==> src/rtl/arb_pkg.sv <==
// Shared constants and state encoding for the 16-way round-robin arbiter.
package arb_pkg;
    localparam int N_REQ = 16;
    localparam int IDX_W = 4;
    localparam logic [IDX_W-1:0] RESET_PTR = 4'd15;

    typedef enum logic {IDLE, GRANTED} arb_state_t;
endpackage

==> src/rtl/rr_priority_select.sv <==
// Combinational round-robin pick: first set req bit strictly after last_ptr, wrapping 15->0.
module rr_priority_select
    import arb_pkg::*;
(
    input  logic [N_REQ-1:0] req,
    input  logic [IDX_W-1:0] last_ptr,
    output logic [IDX_W-1:0] sel_idx,
    output logic             sel_valid
);
    logic [IDX_W-1:0] offset;
    logic [N_REQ-1:0] rot;
    logic [IDX_W-1:0] low;

    // Rotating right puts requester last_ptr+1 at bit 0, so a plain
    // lowest-set-bit search yields round-robin order.
    assign offset = last_ptr + 1'b1;
    assign rot    = N_REQ'({req, req} >> offset);

    always_comb begin
        low = '0;
        for (int i = N_REQ - 1; i >= 0; i--) begin
            if (rot[i]) low = IDX_W'(i);
        end
    end

    assign sel_idx   = low + offset;
    assign sel_valid = |req;
endmodule

==> src/rtl/rr_arbiter_16.sv <==
// 16-requester round-robin arbiter with hold-until-release grants.
// Optional grant-hold timeout is built when ARB_TIMEOUT_EN is defined.
module rr_arbiter_16
    import arb_pkg::*;
#(
    parameter int unsigned TIMEOUT_CYCLES = 255
) (
    input  logic             clk,
    input  logic             reset,
    input  logic             enable,
    input  logic [N_REQ-1:0] req,
    input  logic             release_in,
    output logic [N_REQ-1:0] grant,
    output logic [IDX_W-1:0] grant_idx,
    output logic             grant_valid,
    output logic             timeout_flag
);
    arb_state_t       state, nxt_state;
    logic [IDX_W-1:0] last_ptr, nxt_last_ptr;
    logic [N_REQ-1:0] nxt_grant;
    logic [IDX_W-1:0] nxt_idx;
    logic             nxt_valid;
    logic             nxt_flag;
    logic [IDX_W-1:0] sel_idx;
    logic             sel_valid;
    logic             timeout_hit;
    logic             owner_done;

    rr_priority_select u_sel (
        .req       (req),
        .last_ptr  (last_ptr),
        .sel_idx   (sel_idx),
        .sel_valid (sel_valid)
    );

    assign owner_done = release_in || !req[grant_idx];

`ifdef ARB_TIMEOUT_EN
    localparam logic [7:0] HOLD_LAST = 8'(TIMEOUT_CYCLES - 1);
    logic [7:0] hold_cnt;

    // Counts GRANTED cycles; zero on the first cycle of every grant.
    always_ff @(posedge clk) begin
        if (reset || state == IDLE) hold_cnt <= '0;
        else                        hold_cnt <= hold_cnt + 8'd1;
    end

    assign timeout_hit = (state == GRANTED) && (hold_cnt == HOLD_LAST);
`else
    logic [31:0] unused_timeout;
    assign unused_timeout = TIMEOUT_CYCLES;
    assign timeout_hit    = 1'b0;
`endif

    always_comb begin
        nxt_state    = state;
        nxt_last_ptr = last_ptr;
        nxt_grant    = grant;
        nxt_idx      = grant_idx;
        nxt_valid    = grant_valid;
        nxt_flag     = 1'b0;
        case (state)
            IDLE: begin
                if (enable && sel_valid) begin
                    nxt_state = GRANTED;
                    nxt_grant = N_REQ'(1) << sel_idx;
                    nxt_idx   = sel_idx;
                    nxt_valid = 1'b1;
                end
            end
            GRANTED: begin
                if (owner_done || timeout_hit) begin
                    nxt_state    = IDLE;
                    nxt_last_ptr = grant_idx;
                    nxt_grant    = '0;
                    nxt_idx      = '0;
                    nxt_valid    = 1'b0;
                    // A release or withdrawal on the timeout cycle wins; no flag.
                    nxt_flag     = !owner_done;
                end
            end
            default: nxt_state = IDLE;
        endcase
    end

    always_ff @(posedge clk) begin
        if (reset) begin
            state        <= IDLE;
            last_ptr     <= RESET_PTR;
            grant        <= '0;
            grant_idx    <= '0;
            grant_valid  <= 1'b0;
            timeout_flag <= 1'b0;
        end else begin
            state        <= nxt_state;
            last_ptr     <= nxt_last_ptr;
            grant        <= nxt_grant;
            grant_idx    <= nxt_idx;
            grant_valid  <= nxt_valid;
            timeout_flag <= nxt_flag;
        end
    end
endmodule

==> config.mk <==
export PLATFORM = sky130hd
export DESIGN_NAME = rr_arbiter_16
export DESIGN_NICKNAME = d
export VERILOG_FILES = /design/src/rtl/arb_pkg.sv /design/src/rtl/rr_priority_select.sv /design/src/rtl/rr_arbiter_16.sv
export SDC_FILE = /design/constraint.sdc
export NUM_CORES = 1
export LEC_CHECK = 0
export CAP_MARGIN = 20
export CORE_MARGIN = 8
export CORE_UTILIZATION = 40
export DETAILED_ROUTE_END_ITERATION = 12
export SLEW_MARGIN = 0
export SYNTH_ARGS = -nofsm -noshare
export SYNTH_HDL_FRONTEND = slang
export SYNTH_HIERARCHICAL = 1
export SYNTH_SLANG_ARGS = --single-unit
export TNS_END_PERCENT = 5
==> constraint.sdc <==
create_clock -name clk -period 13.2 [get_ports clk]
set_input_delay 1.98 -clock clk [delete_from_list [all_inputs] [get_ports clk]]
set_output_delay 1.98 -clock clk [all_outputs]
set_load 0.02 [all_outputs]
; Yosys cells after proc, flatten, opt, wreduce, memory -nomap -nowiden
; Index checks and enable logic that the tools add are counted.
[word_totals]
register_bits = 27
output_inout_bits = 22
word_cells = 53
[op_classes]
add_sub_neg = 2
order_cmp = 1
eq_ne = 2
shifts = 2
mux = 30
n_bitwise = 2
n_reduce_logical = 8
[ops]
columns = operator, count
row1 = $mux W4, 18
row2 = $mux W16, 2
row3 = $pmux W16 S2, 1
row4 = $shr A32 B4 Y16, 1
row5 = $reduce_or A16 Y1, 1
row6 = $shl A1 B4 Y16 const A, 1
row7 = $pmux W4 S2, 1
row8 = $lt A4 B5 Y1 const B, 1
row9 = $mux W1, 5
row10 = $add A4 B1 Y4 const B, 1
row11 = $add A4 B4 Y4, 1
row12 = $bmux W1 S4, 1
row13 = $pmux W1 S2, 2
row14 = $reduce_and A2 Y1, 2
row15 = $reduce_or A3 Y1, 1
row16 = $logic_not A1 Y1, 2
row17 = $ne A2 B1 Y1 const B, 1
row18 = $ne A2 B2 Y1 const B, 1
row19 = $not A1 Y1, 2
row20 = $logic_and A1 B1 Y1, 1
row21 = $logic_or A1 B1 Y1, 1

; Logic depth before layout (Yosys ltp)
; Gate-level depths: netlist of the first run.
[depth]
word_depth = 22
ltp_mapped = 18
depth_no_buf = 16

; By module
; Netlist of the first run, hierarchy kept.
[by_module_without_submodules]
columns = module, n_inst, cells_per_inst, area_each_um2, seq_area_each_um2
row1 = rr_arbiter_16, 1, 123, 1218.7, 540.5
row2 = rr_priority_select, 1, 103, 1194.9, 0.0

; Least setup slack after synthesis of the first run
; Ideal clock, no wire load.
[synth_timing]
kind = input-to-reg
startpoint = in req[0]
endpoint = reg grant[3]
arrival_ps = 5108
required_ps = 13138
path_slack_ps = 8030
cell_stages = 13
cell_sequence = mux4_1 > mux2_2 > mux2_2 > a211oi_1 > o21ai_1 > a21oi_1 > ha_1 > a21o_1 > a21oi_1 > xnor2_1 > xnor2_1 > nor4b_1 > a32o_1
[synth_via]
elab_chain_cells = 21
word_cells_on_any_way = 30
[synth_lines]
columns = element, line_no
row1 = start: declaration, rr_arbiter_16.sv:11  ; input logic [N_REQ-1:0] req,
row2 = $shr A32 B4 Y16 (*), rr_priority_select.sv:17  ; assign rot = N_REQ'({req, req} >> offset);
row3 = $mux W4 (15 in series), rr_priority_select.sv:22  ; if (rot[i]) low = IDX_W'(i);
row4 = $mux W4 (*), rr_priority_select.sv:22
row5 = $add A4 B4 Y4 (*), rr_priority_select.sv:26  ; assign sel_idx = low + offset;
row6 = via sel_idx[3], rr_arbiter_16.sv:24  ; logic [IDX_W-1:0] sel_idx;
row7 = $shl A1 B4 Y16 (*), rr_arbiter_16.sv:66  ; nxt_grant = N_REQ'(1) << sel_idx;
row8 = $mux W16 (*), rr_arbiter_16.sv:64  ; if (enable && sel_valid) begin
row9 = $pmux W16 S2 (*), rr_arbiter_16.sv:62  ; case (state)
row10 = end signal: assignment, rr_arbiter_16.sv:97  ; grant <= nxt_grant;
row11 = end: declaration, rr_arbiter_16.sv:13  ; output logic [N_REQ-1:0] grant,
; The timed path passes the listed nets; every way through them passes the cells marked *. The select of a mux whose other input is x is not followed.
; A chain may end at the register's enable or synchronous reset.

; Final worst setup path of the first run
[layout_timing]
startpoint = in req[14]
endpoint = reg grant[7]
; Same word-level chain as after synthesis.

==> impl_metrics.tcl, run 1 <==
set metrics [dict create \
    maxCapViolations 0 \
    yosysWarnings 6 \
    worst_pin_slew_ns 1.01 \
    io_buffers 41 \
    syn2layout_area_growth_pct 20.3 \
    ys.flop_type "dfxtp_1" \
    synth.net_count 251 \
    yosysTopAreaCell "dfxtp_1" \
    slew_violations 0 \
    grt_max_degree 25 \
    grt_pass1_wl_mm 9.97 \
    rows 28 \
    rsz0062_at_grt "false" \
    fp.dieH_um 93.7 \
    cts.sinks 27 \
    finalSetupTns_ns 0 \
    viasPerCell 5.82 \
    ant_nets 0 \
    hold_path.class "register to register" \
    min_period_ns 5.90 \
    synth_top_area_share_pct 22.4 \
    ctsHoldBuffers 0 \
    fin_skew_ns 0.00262 \
    drive_gt1_share_pct 13.4 \
    ys_ff_latch 27 \
    synthArstFlopShare_pct 0 \
    dieWidth_um 93.7 \
    cts_tree "done" \
    gr-total-overflow 0 \
    final_common_cell "clkdlybuf4s50_1" \
    arrival_ns 6.12 \
    finalWirelength_mm 5.89 \
    netlist_area_mm2 0.00241 \
    cts_root_buf "clkbuf_8" \
    antenna_found_initial 0 \
    final_hold_viol_count 0 \
    start_util_pct 41.0 \
    cp_max_fo 6 \
    cts_buffers 3 \
    max_clock_freq_mhz 169 \
    irDropWorstVdd_uv 106 \
    required_ns 13.42 \
    die_area_mm2 0.00878 \
    postCtsResizedCells 0 \
    diodes 0 \
    yosysSeqAreaShare_pct 22.4 \
    first_pass_iters 4 \
    power_density_mw_per_mm2 267 \
    dpl.hpwl_mm 4.47 \
    clkTransAtPathRegs_ns 0.10 \
    fin_hold_ws_ns 0.484 \
    htreeDepth 1 \
    outcome "finished clean" \
    grt_usage_pct 13.8 \
    design.core.area_mm2 0.00589 \
    end_kind "register" \
    wl_per_cell_um 17.5 \
    start_kind "input pin" \
    synth-edff-count 0 \
    synth_area_leaders "dfxtp_1 22%, mux2i_1 15%, mux4_2 12%" \
    avgSynthCellArea_um2 10.7 \
    synthCells 226 \
    setup-violations-final 0 \
    relSlewSlack_pct 32.8 \
    grt_pass1_vias 1956 \
    crit_type "input pin to register" \
    post-route-period-util_pct 44.7 \
    synth.distinct_cells 54 \
    clkLatencyLatePin_ns 0.27 \
    clockBufferDepth 2 \
    nets 288 \
    mostFrequentLayoutCells "41 x clkdlybuf4s50_1, 35 x mux2i_1, 27 x dfxtp_1" \
    route.vias.total 1960 \
    top_level_ports 42 \
    drt-initial-drc-count 148 \
    gp_congestion 0.795 \
    route.detailed.drc 0 \
    post_cts.repair.setup_buffers 0 \
    p_leak_nw 1.09 \
]
## worst paths after layout
check,startpoint,endpoint,slack (ns),cells after the start
max,req[14],grant[7],7.30,12
min reg2reg,grant[9],grant[9],0.48,2
max reg2reg,last_ptr[0],grant[7],8.19,12
min,grant[9],grant[9],0.48,2
## registers in the layout, indices dropped and copies added (netlist names)
register,cells
grant_valid,1
grant,16
last_ptr,4
grant_idx,4
timeout_flag,1
state,1
## metal layers
layer	routed length (µm)	global-route usage, %
met3	201	2.00
met5	0	0
met2	2730	20.8
met4	85	3.30
met1	2880	20.0
## worst max-delay path: stages
cell,delay [ns]
clkdlybuf4s50_1,0.53
mux4_1,0.57
mux2_1,0.33
mux2i_1,0.32
nand2_1,0.17
a211oi_1,0.20
o22ai_1,0.13
ha_1,0.23
fa_1,0.38
xor2_1,0.42
nor4bb_1,0.61
a32o_1,0.25
## synth_stat cells, types with 4 or more instances
cell	n
mux2i_1	35
dfxtp_1	27
nor2_1	19
nand2_1	15
mux4_2	13
nand2b_1	12
a21oi_1	10
a22o_1	6
buf_6	6
mux4_1	6
nand3_1	6
nor3_1	6
mux2_2	5
ha_1	4
nor2b_1	4
nor4_1	4
## cell families after synthesis
family	count (synthesis)	share of synthesized area [%]
adders and majority gates	5	2.90
muxes	64	38.5
other	1	0.155
buffers and inverters	12	3.94
xor gates and xnor gates	5	2.90
DFF	27	22.4
and+or+nand+nor	78	17.8
AOI/OAI and AO/OA	34	11.4
## report_power, final
group,leakage [nW],internal [W],switching (W)
sequential,0.220,0.000104,0.0000247
clock,0.0255,0.0000212,0.0000266
combinational,0.845,0.000265,0.000334
## layout make-up
type	count	area, µm²
sequential	27	541
fill	540	2980
inverter	2	7.51
multi-input combinational	187	1780
clock buffer	3	41.3
tap	75	93.8
timing repair buffer	42	438
clock inverter	1	5.00
## per-stage QoR
step	instance area [µm²]	setup slack [ns]	util, %	std cells	power (W)
5_1_grt	2900	6.93	49.3	337	0.000843
2_1_floorplan	2410	8.03	-	226	0.000593
3_3_place_gp	2830	7.09	48.1	332	0.000726
6_report	2900	7.30	49.3	337	0.000775
4_1_cts	2880	7.34	48.9	336	0.000771
3_5_place_dp	2830	7.03	48.1	332	0.000723
No activity file was read; power rests on OpenSTA's default activity.
==> run 2, diff against run 1 <==
Settings changed: PLACE_DENSITY from default to 0.66.
Clock period 13.2 ns to 5.3 ns, I/O delays scaled along.
==> impl_metrics.tcl, run 2 (synthesis gave the netlist of run 1 again) <==
set metrics [dict create \
    outcome "finished clean" \
    fin_skew_ns 0.00834 \
    grt_pass1_wl_mm 9.95 \
    ff2ff_path_depth 14 \
    clockBufferDepth 2 \
    fp.dieH_um 93.7 \
    first_pass_iters 4 \
    fin_hold_ws_ns 0.483 \
    start_kind "register" \
    design.core.area_mm2 0.00589 \
    largest_register_ffs 16 \
    maxCapViolations 0 \
    post-route-period-util_pct 91.2 \
    start_util_pct 41.0 \
    rows 28 \
    final_hold_viol_count 0 \
    p_leak_nw 1.09 \
    post_cts.repair.setup_buffers 0 \
    setup-violations-final 0 \
    die_area_mm2 0.00878 \
    clkLatencyLatePin_ns 0.28 \
    slew_violations 0 \
    drive_gt1_share_pct 14.0 \
    r2r-start "last_ptr[1]" \
    end_kind "register" \
    max_clock_freq_mhz 207 \
    worst_slack_ns 0.469 \
    power_density_mw_per_mm2 662 \
    whs_path_depth 2 \
    gp_congestion 0.826 \
    timing.rr.end "grant[3]" \
    cts.sinks 27 \
    nFillCells 535 \
    antenna_found_initial 0 \
    nets 290 \
    viasPerCell 5.75 \
    mostFrequentLayoutCells "41 x clkdlybuf4s50_1, 35 x mux2i_1, 27 x dfxtp_1" \
    regMostFlops "grant" \
    relSlewSlack_pct 45.8 \
    stdcell_count 339 \
    clkTransAtPathRegs_ns 0.10 \
    diodes 0 \
    required_ns 5.52 \
    route.vias.total 1949 \
    reg_top3 "grant (16), grant_idx (4), last_ptr (4)" \
    cts_root_buf "clkbuf_8" \
    ant_nets 0 \
    crit_type "register to register" \
    whs_endpoint "grant[14]" \
    finalSetupTns_ns 0 \
    gr-total-overflow 0 \
    grt_pass1_vias 2020 \
    irDropWorstVdd_uv 352 \
    drt-initial-drc-count 83 \
    hold_path.class "register to register" \
    rsz0062_at_grt "false" \
    htreeDepth 1 \
    place_ws_ns 0.283 \
    route.detailed.drc 0 \
    wl_per_cell_um 17.4 \
    top_level_ports 42 \
    postCtsResizedCells 0 \
    grt_usage_pct 13.8 \
    final_common_cell "clkdlybuf4s50_1" \
    placedCellCount 335 \
    grt_max_degree 25 \
    io_buffers 41 \
    syn2layout_area_growth_pct 20.2 \
    cts_tree "done" \
    finalWirelength_mm 5.91 \
    cts_buffers 3 \
    worst_pin_slew_ns 0.811 \
    ctsHoldBuffers 0 \
    rrSetupSlack_ns 0.47 \
    dieWidth_um 93.7 \
    dpl.hpwl_mm 4.57 \
    utilization_pct 49.3 \
    cp_max_fo 16 \
    arrival_ns 5.05 \
    min_period_ns 4.83 \
    hp-start "grant[14]" \
]
## run 2: cell count changes in the layout (fill, tap and decap cells not counted)
cell | before | now
buf_4 | 0 | 3
buf_16 | 1 | 0
clkinv_2 | 1 | 0
clkinvlp_4 | 0 | 1
## run 2: how the worst max path moves through the flow
stage | to | startpoint | cells past startpoint
4_1_cts | grant[3] | last_ptr[1] | 14
2_1_floorplan | grant[3] | last_ptr[1] | 16
3_5_place_dp | grant[3] | req[12] | 14
3_3_place_gp | grant[4] | req[12] | 14
5_1_grt | grant[7] | last_ptr[1] | 12
6_report | grant[3] | last_ptr[1] | 14
## run 2: final cells by class
| type | count | area [µm²] | share of cell area (%) |
|---|---|---|---|
| clock buffers | 3 | 41.3 | 1.42 |
| clock inverters | 1 | 7.51 | 0.259 |
| inverters | 2 | 7.51 | 0.259 |
| multi-input cells | 187 | 1780 | 61.3 |
| flip-flops and latches | 27 | 541 | 18.6 |
| well taps | 75 | 93.8 | 3.23 |
| repair buffers | 44 | 433 | 14.9 |
## run 2: per-layer routing
layer	GRT usage [%]	part of all wire (%)	vias to the layer above
met4	3.96	1.0	0
met1	18.1	46	946
met2	23.0	50	39
li1	-	-	958
met5	0	0	-
met3	1.76	3.2	6
## run 2: where the power goes
group | internal [W] | total (W) | switching (W)
clock network | 0.0000535 | 0.000121 | 0.0000680
logic | 0.000660 | 0.00148 | 0.000825
registers | 0.000258 | 0.000315 | 0.0000570
total | 0.000971 | 0.00192 | 0.000950
## run 2: critical path, stage by stage (launching register included)
cell and delay, ns:
dfxtp_1 0.35, ha_1 0.72, mux4_1 0.67, mux2_2 0.31, mux2_2 0.30, a211oi_1 0.22, o21ai_1 0.08, a21oi_1 0.27
ha_1 0.29, a21o_1 0.15, a21oi_1 0.16, xnor2_1 0.09, xnor2_1 0.23, nor4b_1 0.67, a32o_1 0.25
## run 2: stage by stage
| step | cell area [µm²] | power (W) |
|---|---|---|
| 2_1_floorplan | 2410 | 0.00148 |
| 3_3_place_gp | 2850 | 0.00179 |
| 3_5_place_dp | 2850 | 0.00180 |
| 4_1_cts | 2900 | 0.00193 |
| 5_1_grt | 2900 | 0.00210 |
| 6_report | 2900 | 0.00192 |
